--- src/rtl/fetch_unit_if.sv ---
// Fetch-side bus: instruction RAM port, instruction handshake to the controller,
// branch redirect and halt status.
interface fetch_unit_if;
  logic [10:0] ram_addr1;
  logic [31:0] ram_rd_data1;
  logic        instr_ready;
  logic        instr_valid;
  logic [31:0] instr;
  logic [10:0] pc_out;
  logic [3:0]  cond;
  logic [6:0]  opcode;
  logic        P;
  logic        U;
  logic        W;
  logic        redirect;
  logic [10:0] redirect_pc;
  logic        halted;

  modport master (
    output ram_addr1,
    input  ram_rd_data1,
    input  instr_ready,
    output instr_valid, instr, pc_out, cond, opcode, P, U, W,
    input  redirect, redirect_pc,
    output halted
  );

  modport slave (
    input  ram_addr1,
    output ram_rd_data1,
    output instr_ready,
    input  instr_valid, instr, pc_out, cond, opcode, P, U, W,
    output redirect, redirect_pc,
    input  halted
  );
endinterface

--- src/rtl/fetch_unit.sv ---
// Instruction fetch stage: owns the PC, waits out RAM latency, holds the fetched
// word with decoded fields until the controller accepts it; handles redirect and HLT.
module fetch_unit #(
  parameter logic [10:0] RESET_PC = 11'd0,
  parameter int unsigned RAM_LAT  = 2
) (
  input  logic          clk,
  input  logic          rst_n,
  fetch_unit_if.master  bus
);

  typedef enum logic [2:0] {IDLE, ISSUE, WAIT, HOLD, HALTED} state_t;

  state_t      r_state, w_state;
  logic [10:0] r_pc, w_pc;
  logic [10:0] r_pc_out, w_pc_out;
  logic [31:0] r_instr, w_instr;
  logic        r_valid, w_valid;
  logic        r_halted, w_halted;
  logic [2:0]  r_cnt, w_cnt;
  logic        w_accept;
  logic        w_hlt;
  logic        w_capture;

  assign w_accept = (r_state == HOLD) && r_valid && bus.instr_ready;
  assign w_hlt    = w_accept && (r_instr[27:21] == 7'b0000001) && (r_instr[31:28] != 4'hF);

  always_ff @(posedge clk or negedge rst_n) begin
    if (!rst_n) begin
      r_state <= IDLE;
    end else begin
      r_state <= w_state;
    end
  end

  always_ff @(posedge clk or negedge rst_n) begin
    if (!rst_n) begin
      r_pc     <= RESET_PC;
      r_pc_out <= RESET_PC;
      r_instr  <= '0;
      r_valid  <= 1'b0;
      r_halted <= 1'b0;
      r_cnt    <= '0;
    end else begin
      r_pc     <= w_pc;
      r_pc_out <= w_pc_out;
      r_instr  <= w_instr;
      r_valid  <= w_valid;
      r_halted <= w_halted;
      r_cnt    <= w_cnt;
    end
  end

  // Priority: HLT acceptance, then redirect, then normal sequencing.
  // Redirect bypasses the capture path so in-flight RAM data is never latched.
  always_comb begin
    w_state   = r_state;
    w_pc      = r_pc;
    w_pc_out  = r_pc_out;
    w_instr   = r_instr;
    w_valid   = r_valid;
    w_halted  = r_halted;
    w_cnt     = r_cnt;
    w_capture = 1'b0;

    if (w_hlt) begin
      w_halted = 1'b1;
      w_valid  = 1'b0;
      w_state  = HALTED;
    end else if (bus.redirect && (r_state != HALTED)) begin
      w_pc    = bus.redirect_pc;
      w_valid = 1'b0;
      w_cnt   = '0;
      w_state = ISSUE;
    end else begin
      case (r_state)
        IDLE: w_state = ISSUE;
        ISSUE: begin
          w_cnt = 3'(RAM_LAT - 1);
          if (RAM_LAT == 1) begin
            w_capture = 1'b1;
          end else begin
            w_state = WAIT;
          end
        end
        WAIT: begin
          w_cnt = r_cnt - 3'd1;
          if (r_cnt <= 3'd1) begin
            w_cnt     = '0;
            w_capture = 1'b1;
          end
        end
        HOLD: begin
          if (w_accept) begin
            w_pc    = r_pc + 11'd1;
            w_valid = 1'b0;
            w_state = ISSUE;
          end
        end
        HALTED:  w_state = HALTED;
        default: w_state = IDLE;
      endcase

      if (w_capture) begin
        w_instr  = bus.ram_rd_data1;
        w_pc_out = r_pc;
        w_valid  = 1'b1;
        w_state  = HOLD;
      end
    end
  end

  assign bus.ram_addr1   = r_pc;
  assign bus.instr_valid = r_valid;
  assign bus.instr       = r_instr;
  assign bus.pc_out      = r_pc_out;
  assign bus.halted      = r_halted;
  assign bus.cond        = r_instr[31:28];
  assign bus.opcode      = r_instr[27:21];
  assign bus.P           = r_instr[24];
  assign bus.U           = r_instr[23];
  assign bus.W           = r_instr[21];

endmodule

--- src/flat_wrapper.sv ---
// flat-port wrapper written by rule: the top's interface ports become plain ports
module fetch_unit_flat 
#(
  parameter logic [10:0] RESET_PC = 11'd0,
  parameter int unsigned RAM_LAT  = 2
)
  (clk, rst_n, bus_ram_addr1, bus_ram_rd_data1, bus_instr_ready, bus_instr_valid, bus_instr, bus_pc_out, bus_cond, bus_opcode, bus_P, bus_U, bus_W, bus_redirect, bus_redirect_pc, bus_halted);
  fetch_unit_if bus_i ();
  input  logic clk;
  input  logic rst_n;
  output wire logic [$bits(bus_i.ram_addr1)-1:0] bus_ram_addr1;
  input wire logic [$bits(bus_i.ram_rd_data1)-1:0] bus_ram_rd_data1;
  input wire logic [$bits(bus_i.instr_ready)-1:0] bus_instr_ready;
  output wire logic [$bits(bus_i.instr_valid)-1:0] bus_instr_valid;
  output wire logic [$bits(bus_i.instr)-1:0] bus_instr;
  output wire logic [$bits(bus_i.pc_out)-1:0] bus_pc_out;
  output wire logic [$bits(bus_i.cond)-1:0] bus_cond;
  output wire logic [$bits(bus_i.opcode)-1:0] bus_opcode;
  output wire logic [$bits(bus_i.P)-1:0] bus_P;
  output wire logic [$bits(bus_i.U)-1:0] bus_U;
  output wire logic [$bits(bus_i.W)-1:0] bus_W;
  input wire logic [$bits(bus_i.redirect)-1:0] bus_redirect;
  input wire logic [$bits(bus_i.redirect_pc)-1:0] bus_redirect_pc;
  output wire logic [$bits(bus_i.halted)-1:0] bus_halted;
  assign bus_ram_addr1 = bus_i.ram_addr1;
  assign bus_i.ram_rd_data1 = bus_ram_rd_data1;
  assign bus_i.instr_ready = bus_instr_ready;
  assign bus_instr_valid = bus_i.instr_valid;
  assign bus_instr = bus_i.instr;
  assign bus_pc_out = bus_i.pc_out;
  assign bus_cond = bus_i.cond;
  assign bus_opcode = bus_i.opcode;
  assign bus_P = bus_i.P;
  assign bus_U = bus_i.U;
  assign bus_W = bus_i.W;
  assign bus_i.redirect = bus_redirect;
  assign bus_i.redirect_pc = bus_redirect_pc;
  assign bus_halted = bus_i.halted;
  fetch_unit #(.RESET_PC(RESET_PC), .RAM_LAT(RAM_LAT)) u_core (.clk(clk), .rst_n(rst_n), .bus(bus_i));
endmodule
--- config.mk ---
export PLATFORM = sky130hd
export DESIGN_NAME = fetch_unit_flat
export DESIGN_NICKNAME = d
export VERILOG_FILES = /design/src/rtl/fetch_unit_if.sv /design/src/rtl/fetch_unit.sv /design/src/flat_wrapper.sv
export SDC_FILE = /design/constraint.sdc
export NUM_CORES = 1
export LEC_CHECK = 0
export ABC_AREA = 1
export CORE_MARGIN = 2
export CORE_UTILIZATION = 35
export CTS_BUF_LIST = sky130_fd_sc_hd__clkbuf_2 sky130_fd_sc_hd__clkbuf_4 sky130_fd_sc_hd__clkbuf_8
export DETAILED_ROUTE_END_ITERATION = 8
export PLACE_DENSITY = 0.68
export SYNTH_ARGS = -nofsm -noshare
export SYNTH_HDL_FRONTEND = slang
export SYNTH_SLANG_ARGS = --single-unit
--- constraint.sdc ---
create_clock -name clk -period 1.95 [get_ports clk]
set_input_delay 0.2925 -clock clk [delete_from_list [all_inputs] [get_ports clk]]
set_output_delay 0.2925 -clock clk [all_outputs]
set_load 0.005 [all_outputs]
# Word-level counts from Yosys, hierarchy flattened
# Index checks and enable logic that the tools add are counted.
[word_totals]
out_inout_bits = 70
input_bits = 47
n_memories = 0
latch_bits = 0
ramBits = 0
romBits = 0
reg_bits = 62
[classes]
mux = 20
n_div = 0
n_mul = 0
n_addsub = 2
shift = 0
n_eq_ne = 9
bitwise_logic = 2
magnitude_cmp = 1
reduce_logical = 16
[op_table]
columns = ["cell", "count"]
rows = [
  ["2-to-1 mux 11 bit", 3],
  ["2-to-1 mux 3 bit", 6],
  ["one-hot mux 3 bit (5 select lines)", 1],
  ["adder 11 x 1 -> 11 bit, second input constant", 1],
  ["2-to-1 mux 1 bit", 9],
  ["nonzero test 4 bit", 2],
  ["equality test 7 x 1 -> 1 bit, second input constant", 1],
  ["equality test 3 x 2 -> 1 bit, second input constant", 2],
  ["one-hot mux 3 bit (2 select lines)", 1],
  ["AND reduction 2 bit", 3],
  ["AND reduction 3 bit", 2],
  ["logical AND 1 bit", 5],
  ["inequality test 5 x 3 -> 1 bit, second input constant", 1],
  ["inequality test 4 x 1 -> 1 bit, second input constant", 1],
  ["inequality test 4 bit, second input constant", 1],
  ["nonzero test 2 bit", 2],
  ["equality test 3 x 1 -> 1 bit, second input constant", 1],
  ["equality test 3 bit, second input constant", 1],
  ["less-or-equal comparator 3 x 1 -> 1 bit, second input constant", 1],
  ["logical NOT 3 bit", 1],
  ["inequality test 3 bit, second input constant", 1],
  ["nonzero test 3 bit", 1],
  ["subtractor 3 x 1 -> 3 bit, second input constant", 1],
  ["inverter 1 bit", 2],
]

# Depth between registers and ports, before layout
[depth]
word_depth = 9
mapped_depth = 10
mapped_depth_nobuf = 9

# Least setup slack after synthesis
# OpenSTA, ideal clock, no wires.
[synth_timing]
kind = "flip-flop to flip-flop"
startpoint = "reg u_core.r_cnt[1]"
endpoint = "reg u_core.r_pc_out[0], in the netlist u_core.bus.pc_out[0]"
t_required_ns = 1.827
arrival_ns = 1.276
path_buffers = 1
path_stages_with_launch = 10
path_slack_ns = 0.551
synth_period_minus_slack_ns = 1.399
path_cell_list = "dfrtp_1 -> inv_1 -> ha_1 -> o21bai_1 -> nand2_1 -> nor2_2 -> nand2_2 -> buf_2 -> nand2_1 -> o21ai_1"
[synth_via]
elab_chain_len = 6
[synth_rtl]
columns = ["item", "line_no", "source"]
rows = [
  ["from (decl)", "fetch_unit.sv:20", "logic [2:0] r_cnt, w_cnt;"],
  ["from (signal assigned)", "fetch_unit.sv:50", "r_cnt <= w_cnt;"],
  ["less-or-equal comparator 3 x 1 -> 1 bit", "fetch_unit.sv:88", "if (r_cnt <= 3'd1) begin"],
  ["2-to-1 mux 1 bit", "fetch_unit.sv:88", ""],
  ["2-to-1 mux 1 bit", "fetch_unit.sv:76", "case (r_state)"],
  ["2-to-1 mux 1 bit", "fetch_unit.sv:70", "end else if (bus.redirect && (r_state != HALTED)) begin"],
  ["2-to-1 mux 1 bit", "fetch_unit.sv:66", "if (w_hlt) begin"],
  ["AND reduction 3 bit (no line)", "--", ""],
  ["to (signal assigned)", "fetch_unit.sv:46", "r_pc_out <= w_pc_out;"],
  ["to (decl)", "fetch_unit.sv:16", "logic [10:0] r_pc_out, w_pc_out;"],
]
# Every way passes these cells. The select of a mux whose other input is x is not followed.
# A chain may end at the register's enable or synchronous reset.

# Worst setup path after layout
[layout_timing]
startpoint = "reg u_core.r_pc[2], in the netlist u_core.bus.ram_addr1[2]"
endpoint = "out bus_ram_addr1[2]"
[layout_rtl]
columns = ["item", "line_no", "source"]
rows = [
  ["from (decl)", "fetch_unit.sv:15", "logic [10:0] r_pc, w_pc;"],
  ["from (signal assigned)", "fetch_unit.sv:45", "r_pc <= w_pc;"],
  ["to (decl)", "flat_wrapper.sv:11", "output wire logic [$bits(bus_i.ram_addr1)-1:0] bus_ram_addr1;"],
]
# No word-level cell between the ends.

==> summary.txt <==
Setup path
  • CP top delay family: buffers and inverters
  • CP max-delay cell: clkdlybuf4s50_1
  • Critical Path Start Type: flip-flop
  • Critical path data arrival time: 1.36 ns
  • Max stage delay on crit path: 0.55 ns
  • Worst R2R End: u_core.bus.instr[27]
  • Kind of critical path: reg -> out
  • R2R depth: 9
  • Crit path to: bus_ram_addr1[2]
  • Crit. path cell count: 1
  • Worst reg2reg startpoint: u_core.r_cnt[1]
  • Critical path launch point: u_core.bus.ram_addr1[2]
  • Flop2flop setup slack: 0.31 ns
  • Bufs and invs on worst path: 1
  • Critical Path End Type: output pin
  • Worst Path Required: 1.66 ns
  • Worst-path maximum fanout: 7
  • Critical path, cell by cell: clkdlybuf4s50_1

Routing
  • ANT nets after route: 0
  • Vias: 2676
  • Mean routed wirelength per cell: 13.1 um
  • Vias/cell: 4.53
  • DR pass1 iterations: 4
  • Residual DRC count: 0
  • DR iter-0 viols: 81
  • Final WL: 7760 um

Clocking
  • CTS tree: yes
  • Clock Tree Buf Depth: 2
  • Num Clock Sinks: 62
  • Clk slew on worst S/H paths: 0.07 ns
  • Total CTS buffers: 9
  • Root Buffer: clkbuf_8
  • Clk_lat worst skew: 0.34 ns
  • Post-CTS sizing: 0
  • H-tree levels: 3

Placement
  • Worst slack at placement: 0.283 ns
  • Cell area after placement: 4210 um2
  • IO buf count: 116
  • Post-Place Cells: 574
  • DPL Wire Length: 5660 um
  • RePlAce Congestion: 0.833

Synthesis
  • Synth Area in Simple Gates: 30.5%
  • Synth cell count leaders: nand2_1, dfrtp_1, inv_1, nand3_1, o21ai_1
  • Synth cell types: 30
  • Area fraction in compound gates after synthesis: 5.73%
  • Synth area leaders: dfrtp_1, nand2_1, buf_4, nand3_1, inv_1
  • Post-Syn Instances: 370
  • #FFs+latches synth: 62
  • Most frequent cell after synthesis: nand2_1
  • Share of flip-flops with an asynchronous set or reset: 100%
  • Number of flops mapped to enable cells by yosys: 0
  • Syn_area_per_cell: 8.26 um2
  • Fraction of the mapped netlist area in adder cells: 1.23%
  • Largest family of logic cells by synthesized area: simple AND/OR/NAND/NOR gates
  • Sequential area share after synthesis: 50.7%
  • Syn. warnings: 0
  • Mux share of post-synthesis cell area: 0%
  • Syn nets: 420
  • Ys flop type: dfrtp_1
  • Cell taking the most area after synthesis: dfrtp_1
  • Share of the synthesized area in the top cell type: 50.7%
  • Cell Area, Synth: 3060 um2
  • XOR/XNOR share of the synthesized area: 0.859%

Timing
  • Slew @ Worst Pin: 0.600 ns
  • Crit share post-route: 84.9%
  • Fmax achieved: 604 MHz
  • Clk_skew: 0.00784 ns
  • Slew headroom: 60.0%
  • Final Hold Fails: 0
  • TNS Setup: 0 ns
  • Hold WS: 0.469 ns
  • Setup violators final: 0
  • Unrepaired setup endpoints after global routing: no
  • Final Worst Setup Slack: 0.295 ns
  • Pins over their slew limit: 0
  • Minimum clock period: 1.65 ns

GRT
  • Initial antenna violation count: 0
  • Largest net degree at the start of global routing: 37
  • First-pass GRT wire length: 12700 um
  • All-layer global routing usage: 16.8%
  • Vias in the first global route: 2678
  • Gr ovfl total: 0

Power and ir drop
  • Clock power frac: 22.1%
  • Total chip power: 5.72 mW
  • Max IR drop VDD: 0.000641 V
  • Sw frac: 31.5%
  • Combinational share of power: 40.2%
  • Reg power frac: 37.6%
  • Pwr dens: 1290 nW/um2
  • NetSw: 1.80 mW
  • Leakage: 2.11 nW
  • Pint: 3.92 mW

Floorplanning
  • CORE AREA: 8590 um2
  • # rows: 34
  • Initial Util: 35.6%
  • Die Ht: 97.5 um
  • Num ports: 117
  • Die Span X: 97.5 um
  • Die area: 9500 um2

Run status
  • Status: finished, final reports clean

Layout
  • Design Area, Final: 4440 um2
  • Filler Cell Count: 814
  • Non-filler cells in the finished layout: 591
  • Area delta synth->final: 45.1%
  • N_diodes: 0
  • Layout cell share with drive strength beyond 1: 10.1%
  • Final Util: 51.6%
  • NumNets Final: 528

Hold path
  • Hold WC Path Type: reg -> reg

Flow run
  • MaxCap Viol Count: 0
kinds of logic after synthesis:
kind of cell | count (synthesis)
adder cells (fa/ha/maj) | 3
buffers and inverters | 58
XOR/XNOR | 3
flip-flops | 62
AND/OR/NAND/NOR | 214
AO/OA/AOI/OAI | 30
sequential cells by signal (all words and copies together), names as in the netlist:
signal and count:
u_core.bus.halted 1, u_core.bus.instr 32, u_core.bus.instr_valid 1, u_core.bus.pc_out 11
u_core.bus.ram_addr1 11, u_core.r_cnt 3, u_core.r_state 3
power by group through the flow:
| stage | clock (mW) | sequential [mW] | combinational [mW] |
|---|---|---|---|
| floorplan | 0 | 2.15 | 1.03 |
| global placement | 0 | 2.17 | 2.29 |
| detailed placement | 0 | 2.16 | 2.34 |
| CTS | 1.30 | 2.16 | 2.34 |
| global route | 1.36 | 2.23 | 2.54 |
| finish | 1.27 | 2.15 | 2.30 |
worst min-delay path, stage by stage (launching register included):
cell	delay [ns]
dfrtp_1	0.35
inv_1	0.04
nand2_1	0.05
per-layer routing:
metal	vias to the layer above	global-route usage, %	wire length, um
li1	1353	-	-
met4	0	5.45	81
met5	-	0	0
met3	7	6.91	716
met2	103	26.6	3520
met1	1213	20.8	3440
final cells by class:
type	instances	area, um2	area share [%]
Multi-Input combinational cell	250	1170	26.4
Tap cell	108	135	3.04
Sequential cell	62	1550	35.0
Clock buffer	10	138	3.10
Timing Repair Buffer	122	1230	27.7
Inverter	33	129	2.90
Clock inverter	6	85.1	1.92
worst min path at each step:
stage                                    start                 endpoint  slack (ns)  depth (start not counted)
after floorplan                          rst_n        u_core.bus.halted      -0.003                          0
after global placement                   rst_n  u_core.bus.ram_addr1[0]        0.33                          1
after detailed placement                 rst_n     u_core.bus.pc_out[0]        0.32                          1
after CTS                 bus_ram_rd_data1[28]     u_core.bus.instr[28]        0.47                          3
after global routing      bus_ram_rd_data1[15]     u_core.bus.instr[15]        0.47                          3
final                        u_core.bus.halted        u_core.bus.halted        0.47                          2
cells in the final DEF, fill, tap and decap left out, types with 5 or more instances in the layout:
| cell | Yosys | layout |
|---|---|---|
| nand2_1 | 163 | 163 |
| clkdlybuf4s50_1 | 0 | 115 |
| dfrtp_1 | 62 | 62 |
| inv_1 | 25 | 25 |
| nand3_1 | 20 | 20 |
| o21ai_1 | 16 | 16 |
| nor2_1 | 10 | 10 |
| clkbuf_8 | 0 | 10 |
| inv_2 | 6 | 6 |
| o21ai_0 | 6 | 6 |
| o21ai_2 | 6 | 6 |
| nand2_2 | 5 | 5 |
| nand4_1 | 5 | 5 |
repair_timing:
action,in CTS,in global routing
setup endpoints to repair,0,0
setup buffers,0,0
endpoints found under the hold margin,21,0
hold buffers,1,0
Note: power is estimated with default switching activity, not from simulation.
